$ cat src/rtl/pipelined_cla_addsub_if.sv
// Operand/result bus of the pipelined CLA adder/subtractor.
// Both sides use valid/ready: a beat moves only on a cycle where valid and ready are both high; the producer holds its beat stable until then.
interface pipelined_cla_addsub_if #(
    parameter int WIDTH = 32
);
    logic             in_valid;
    logic             in_ready;
    logic [WIDTH-1:0] a;
    logic [WIDTH-1:0] b;
    logic             cin;
    logic [1:0]       mode;
    logic             out_valid;
    logic             out_ready;
    logic [WIDTH-1:0] sum;
    logic             cout;
    logic             ovf;
    logic             zero;
    logic             neg;

    modport master (
        output in_valid, a, b, cin, mode, out_ready,
        input  in_ready, out_valid, sum, cout, ovf, zero, neg
    );

    modport slave (
        input  in_valid, a, b, cin, mode, out_ready,
        output in_ready, out_valid, sum, cout, ovf, zero, neg
    );
endinterface

$ cat src/rtl/pipelined_cla_addsub.sv
// Pipelined carry-lookahead adder/subtractor: STAGES slices of WIDTH/STAGES bits, LSB slice first,
// each built from GROUP-bit lookahead blocks, with saturation and result flags in the last stage.
module pipelined_cla_addsub #(
    parameter int WIDTH  = 32,
    parameter int GROUP  = 4,
    parameter int STAGES = 2
) (
    input  logic                  clk,
    input  logic                  rst_n,
    pipelined_cla_addsub_if.slave bus
);
    localparam int SW = WIDTH / STAGES;
    localparam int NG = SW / GROUP;
    localparam int L  = STAGES - 1;

    localparam logic [1:0] MODE_ADD = 2'b00;
    localparam logic [1:0] MODE_SUB = 2'b01;
    localparam logic [1:0] MODE_ADC = 2'b10;
    localparam logic [1:0] MODE_SAT = 2'b11;

    // Returns {carry out, carry into top bit, slice sum}; every carry is a flat sum of products.
    function automatic logic [SW+1:0] cla_slice(input logic [SW-1:0] x,
                                                input logic [SW-1:0] y,
                                                input logic          c0);
        logic [SW-1:0] p, g, c;
        logic [NG-1:0] gp, gg;
        logic [NG:0]   bc;
        logic          acc, term;
        p = x ^ y;
        g = x & y;
        for (int j = 0; j < NG; j++) begin
            gp[j] = 1'b1;
            gg[j] = 1'b0;
            for (int i = 0; i < GROUP; i++) begin
                gp[j] = gp[j] & p[j*GROUP+i];
                term  = g[j*GROUP+i];
                for (int t = i + 1; t < GROUP; t++) term = term & p[j*GROUP+t];
                gg[j] = gg[j] | term;
            end
        end
        for (int j = 0; j <= NG; j++) begin
            acc = c0;
            for (int t = 0; t < j; t++) acc = acc & gp[t];
            for (int i = 0; i < j; i++) begin
                term = gg[i];
                for (int t = i + 1; t < j; t++) term = term & gp[t];
                acc = acc | term;
            end
            bc[j] = acc;
        end
        for (int j = 0; j < NG; j++) begin
            for (int t = 0; t < GROUP; t++) begin
                acc = bc[j];
                for (int u = 0; u < t; u++) acc = acc & p[j*GROUP+u];
                for (int i = 0; i < t; i++) begin
                    term = g[j*GROUP+i];
                    for (int u = i + 1; u < t; u++) term = term & p[j*GROUP+u];
                    acc = acc | term;
                end
                c[j*GROUP+t] = acc;
            end
        end
        return {bc[NG], c[SW-1], p ^ c};
    endfunction

    // Stage registers; index L is the visible output register.
    logic [WIDTH-1:0] a_r [STAGES];
    logic [WIDTH-1:0] b_r [STAGES];
    logic [WIDTH-1:0] s_r [STAGES];
    logic [1:0]       m_r [STAGES];
    logic             c_r [STAGES];
    logic             t_r [STAGES];
    logic             v_r [STAGES];
    logic             zero_r, neg_r;

    // Inputs seen by each stage: the prepared beat for stage 0, the previous register otherwise.
    logic [WIDTH-1:0] pr_a [STAGES];
    logic [WIDTH-1:0] pr_b [STAGES];
    logic [WIDTH-1:0] pr_s [STAGES];
    logic [1:0]       pr_m [STAGES];
    logic             pr_c [STAGES];
    logic             pr_v [STAGES];

    logic [WIDTH-1:0] nx_s [STAGES];
    logic             nx_c [STAGES];
    logic             nx_t [STAGES];

    logic             adv;
    logic             ovf_n;
    logic [WIDTH-1:0] fin_sum;

    assign pr_a[0] = bus.a;
    assign pr_b[0] = (bus.mode == MODE_SUB) ? ~bus.b : bus.b;
    assign pr_s[0] = '0;
    assign pr_m[0] = bus.mode;
    assign pr_c[0] = (bus.mode == MODE_SUB) ? 1'b1 : ((bus.mode == MODE_ADC) ? bus.cin : 1'b0);
    assign pr_v[0] = bus.in_valid;

    for (genvar k = 1; k < STAGES; k++) begin : g_link
        assign pr_a[k] = a_r[k-1];
        assign pr_b[k] = b_r[k-1];
        assign pr_s[k] = s_r[k-1];
        assign pr_m[k] = m_r[k-1];
        assign pr_c[k] = c_r[k-1];
        assign pr_v[k] = v_r[k-1];
    end

    always_comb begin
        logic [SW+1:0] r;
        for (int k = 0; k < STAGES; k++) begin
            r                  = cla_slice(pr_a[k][k*SW +: SW], pr_b[k][k*SW +: SW], pr_c[k]);
            nx_s[k]            = pr_s[k];
            nx_s[k][k*SW +: SW] = r[SW-1:0];
            nx_t[k]            = r[SW];
            nx_c[k]            = r[SW+1];
        end
    end

    // Saturation only for mode 11; ovf and cout stay the raw adder values in every mode.
    always_comb begin
        ovf_n   = nx_t[L] ^ nx_c[L];
        fin_sum = nx_s[L];
        if (pr_m[L] == MODE_SAT && ovf_n)
            fin_sum = pr_a[L][WIDTH-1] ? {1'b1, {(WIDTH-1){1'b0}}} : {1'b0, {(WIDTH-1){1'b1}}};
    end

    assign adv = !v_r[L] || bus.out_ready;

    always_ff @(posedge clk or negedge rst_n) begin
        if (!rst_n) begin
            for (int k = 0; k < STAGES; k++) begin
                a_r[k] <= '0;
                b_r[k] <= '0;
                s_r[k] <= '0;
                m_r[k] <= MODE_ADD;
                c_r[k] <= 1'b0;
                t_r[k] <= 1'b0;
                v_r[k] <= 1'b0;
            end
            zero_r <= 1'b0;
            neg_r  <= 1'b0;
        end else if (adv) begin
            for (int k = 0; k < STAGES; k++) begin
                a_r[k] <= pr_a[k];
                b_r[k] <= pr_b[k];
                s_r[k] <= (k == L) ? fin_sum : nx_s[k];
                m_r[k] <= pr_m[k];
                c_r[k] <= nx_c[k];
                t_r[k] <= (k == L) ? ovf_n : nx_t[k];
                v_r[k] <= pr_v[k];
            end
            zero_r <= (fin_sum == '0);
            neg_r  <= fin_sum[WIDTH-1];
        end
    end

    assign bus.in_ready  = adv;
    assign bus.out_valid = v_r[L];
    assign bus.sum       = s_r[L];
    assign bus.cout      = c_r[L];
    assign bus.ovf       = t_r[L];
    assign bus.zero      = zero_r;
    assign bus.neg       = neg_r;
endmodule
$ cat src/flat_wrapper.sv
// flat-port wrapper written by rule: the top's interface ports become plain ports
module pipelined_cla_addsub_flat 
#(
    parameter int WIDTH  = 32,
    parameter int GROUP  = 4,
    parameter int STAGES = 2
)
  (clk, rst_n, bus_in_valid, bus_a, bus_b, bus_cin, bus_mode, bus_out_ready, bus_in_ready, bus_out_valid, bus_sum, bus_cout, bus_ovf, bus_zero, bus_neg);
  pipelined_cla_addsub_if #(.WIDTH(WIDTH)) bus_i ();
  input  logic clk;
  input  logic rst_n;
  input wire logic [$bits(bus_i.in_valid)-1:0] bus_in_valid;
  input wire logic [$bits(bus_i.a)-1:0] bus_a;
  input wire logic [$bits(bus_i.b)-1:0] bus_b;
  input wire logic [$bits(bus_i.cin)-1:0] bus_cin;
  input wire logic [$bits(bus_i.mode)-1:0] bus_mode;
  input wire logic [$bits(bus_i.out_ready)-1:0] bus_out_ready;
  output wire logic [$bits(bus_i.in_ready)-1:0] bus_in_ready;
  output wire logic [$bits(bus_i.out_valid)-1:0] bus_out_valid;
  output wire logic [$bits(bus_i.sum)-1:0] bus_sum;
  output wire logic [$bits(bus_i.cout)-1:0] bus_cout;
  output wire logic [$bits(bus_i.ovf)-1:0] bus_ovf;
  output wire logic [$bits(bus_i.zero)-1:0] bus_zero;
  output wire logic [$bits(bus_i.neg)-1:0] bus_neg;
  assign bus_i.in_valid = bus_in_valid;
  assign bus_i.a = bus_a;
  assign bus_i.b = bus_b;
  assign bus_i.cin = bus_cin;
  assign bus_i.mode = bus_mode;
  assign bus_i.out_ready = bus_out_ready;
  assign bus_in_ready = bus_i.in_ready;
  assign bus_out_valid = bus_i.out_valid;
  assign bus_sum = bus_i.sum;
  assign bus_cout = bus_i.cout;
  assign bus_ovf = bus_i.ovf;
  assign bus_zero = bus_i.zero;
  assign bus_neg = bus_i.neg;
  pipelined_cla_addsub #(.WIDTH(WIDTH), .GROUP(GROUP), .STAGES(STAGES)) u_core (.clk(clk), .rst_n(rst_n), .bus(bus_i));
endmodule
$ cat config.mk
export PLATFORM = sky130hd
export DESIGN_NAME = pipelined_cla_addsub_flat
export DESIGN_NICKNAME = d
export VERILOG_FILES = /design/src/rtl/pipelined_cla_addsub_if.sv /design/src/rtl/pipelined_cla_addsub.sv /design/src/flat_wrapper.sv
export SDC_FILE = /design/constraint.sdc
export NUM_CORES = 1
export LEC_CHECK = 0
export CAP_MARGIN = 20
export CORE_MARGIN = 3
export CORE_UTILIZATION = 55
export DETAILED_ROUTE_END_ITERATION = 16
export PLACE_DENSITY = 0.81
export SYNTH_ARGS = -nofsm -noshare
export SYNTH_HDL_FRONTEND = slang
export SYNTH_SLANG_ARGS = --single-unit
$ cat constraint.sdc
create_clock -name clk -period 7.85 [get_ports clk]
set_input_delay 1.57 -clock clk [delete_from_list [all_inputs] [get_ports clk]]
set_output_delay 1.57 -clock clk [all_outputs]
set_load 0.01 [all_outputs]
==> metrics.yaml <==
die:
  dieHeight_um: 106
  core_area_mm2: 0.00946
  rows: 35
  die_w_um: 106
  initial_utilization: 0.578
  ios: 109
  dieArea_mm2: 0.0112
timing:
  tightestPinTransition_ns: 0.905
  finalSetupTns_ns: 0
  finalCriticalPeriod_ns: 5.21
  slew_headroom: 0.397
  finalSetupViolCount: 0
  fmax_mhz: 192
  finalCritPeriodShare: 0.663
  skew_ns: 0.00868
  final-hold-violation-count: 0
  slew_violations: 0
  rsz0062_at_grt: "false"
setup_path:
  cp.arrival_ns: 5.40
  startpoint_type: "primary input"
  cp_max_fo: 18
  crit_required_ns: 8.04
  critPathKind: "primary input to flop"
  endpoint_kind: "flop"
cells_and_area:
  layout_common_cells: "clkdlybuf4s50_1, nand2_1, dfrtp_1"
  fillCellCount: 728
  instances_no_fill: 799
  diodes: 0
  area_delta_synth_final_pct: 24.2
  drive_gt1_frac: 0.0985
  layout_commonest_cell: "clkdlybuf4s50_1"
  nNetsFinal: 784
clocking:
  cts_root_buffer: "clkbuf_8"
  numCtsBuffers: 9
  cts_sinks: 88
  post-cts-setup-buffers: 0
  path_clk_slew_ns: 0.09
  clock_latency_ns: 0.35
  htreeDepth: 3
  cts_buffer_depth: 2
  holdBufCountCts: 0
  cts_tree: "yes"
  ctsResizeCount: 0
yosys:
  ys_seq_elements: 88
  syn-cell-area_mm2: 0.00546
  synth-main-ff-cell: "dfrtp_1"
  post_synth_num_cell_types: 50
  yosysSeqAreaShare: 0.403
  synth_area_leaders: "dfrtp_1, ha_1, a211oi_2"
  synth_async_sr_flop_share: 1.00
  synth_area_per_cell_um2: 9.57
  synth_warnings: 0
  syn_inst: 571
  synth_top_area_cell: "dfrtp_1"
  synth_top_area_frac: 0.403
  synth_edf_count: 0
  syn_nets: 690
routing:
  routed_wl_um: 12300
  via_count: 4308
  drc: 0
  ant_nets: 0
  first_iter_violations: 186
  via_per_inst: 5.39
  first_pass_iters: 5
  wl_per_cell_um: 15.4
grt:
  grt_pass1_wl_um: 20400
  antenna_found_initial: 0
  grt_busiest_layer: "met2"
  use_met3: 0.0416
  grt_usage: 0.226
  use_met2: 0.361
  use_met1: 0.320
  grt.overflow.total: 0
  first_global_vias: 4266
  grt_max_degree: 101
placement:
  hpwl_um: 9100
  port_buffers: 108
  gp_congestion: 0.843
  dp_cells: 781
power:
  switching_power_uw: 667
  power_density_mw_per_mm2: 269
  p_seq_frac: 0.376
  peakVddDrop_mv: 0.191
  switching_share: 0.365
  leakagePower_uw: 0.00298
  internal-power_uw: 1160
  power_frac_comb: 0.448
  clockPowerShare: 0.176
flow_run:
  drv_cap: 0
status:
  status: "finished, final reports clean"
hold_path:
  min-delay-path-class: "flop to flop"
## logic make-up (layout without fill, tap and decap cells)
logic type / after synthesis / in the layout / share of synthesized area
compound gates: 121 / 121 / 0.174
xor+xnor: 52 / 52 / 0.0834
fa+ha+maj: 48 / 48 / 0.121
buf+inv: 47 / 146 / 0.0522
simple gates: 215 / 215 / 0.167
flops: 88 / 88 / 0.403
## power by group through the flow
stage / clock network [uW] / registers, uW / logic, uW
2_1_floorplan: 0 / 710 / 466
3_3_place_gp: 0 / 689 / 785
3_5_place_dp: 0 / 695 / 809
4_1_cts: 329 / 686 / 816
5_1_grt: 351 / 704 / 900
6_report: 322 / 687 / 819
## stage by stage
stage	setup slack [ns]	cell area (um^2)	power [uW]	utilization	hold WS [ns]
after floorplan	3.14	5460	1180	-	0.430
after global placement	2.24	6530	1470	0.690	0.442
after detailed placement	2.10	6530	1500	0.690	0.460
after CTS	2.46	6730	1830	0.712	0.482
after global routing	2.33	6790	1960	0.717	0.519
final	2.64	6790	1830	0.717	0.479
## final timing paths
kind                                 endpoint  slack (ns)           start  depth (start not counted)
max                           u_core.nx_s[15]        2.64     bus_mode[0]                         17
max in group asynchronous   u_core.bus.sum[3]        5.65           rst_n                          2
max reg2reg                u_core.bus.sum[14]        3.52  u_core.b_r[48]                         14
min                            u_core.pr_v[0]        0.48  u_core.pr_v[0]                          2
min reg2reg                    u_core.pr_v[0]        0.48  u_core.pr_v[0]                          2
min in group asynchronous      u_core.a_r[57]        1.15           rst_n                          1
## synthesized netlist by cell type, types with 5 or more instances
cell type,n
a211oi_2,31
nand2_1,92
inv_1,15
buf_6,7
dlygate4sd3_1,5
o21a_1,11
xor2_1,32
nor4_1,9
a21o_1,5
dfrtp_1,88
clkbuf_1,15
xnor2_1,20
fa_1,8
nor2_1,82
a21oi_1,23
o21ai_0,32
ha_1,40
nor3_1,5
## layout make-up
class | count | area, um^2 | area share
Timing Repair Buffer | 114 | 1160 | 0.171
Sequential cell | 88 | 2200 | 0.325
Clock buffer | 10 | 138 | 0.0203
Inverter | 16 | 60.1 | 0.00885
Tap cell | 129 | 161 | 0.0238
Clock inverter | 6 | 67.6 | 0.00996
Multi-Input combinational cell | 436 | 2990 | 0.441
## flip-flops by register name, indices dropped and copies added (netlist names)
register,count
u_core.c_r,1
u_core.bus.ovf,1
u_core.bus.out_valid,1
u_core.bus.sum,32
u_core.nx_s,16
u_core.pr_v,1
u_core.b_r,16
u_core.bus.zero,1
u_core.a_r,16
u_core.m_r,2
u_core.bus.cout,1
## layer usage
| layer | share of wire | vias up | wire length, um |
|---|---|---|---|
| met3 | 0.050 | 14 | 608 |
| met4 | 0.015 | 0 | 186 |
| met1 | 0.46 | 2041 | 5590 |
| li1 | - | 2126 | - |
| met5 | 0 | - | 0 |
| met2 | 0.48 | 127 | 5880 |
## critical path, stage by stage
cell and delay [ns]:
clkdlybuf4s50_1 0.50, nor2b_4 0.61, buf_16 0.24, xor2_1 0.21, ha_1 0.28, o21a_1 0.18, o31a_1 0.10, o21ai_0 0.24
o311a_1 0.32, o21a_1 0.22, inv_1 0.06, ha_1 0.19, o21a_1 0.17, o21a_1 0.18, nor2_1 0.11, xor2_1 0.14
o21ai_0 0.08
Note: power is estimated with default switching activity, not from simulation.
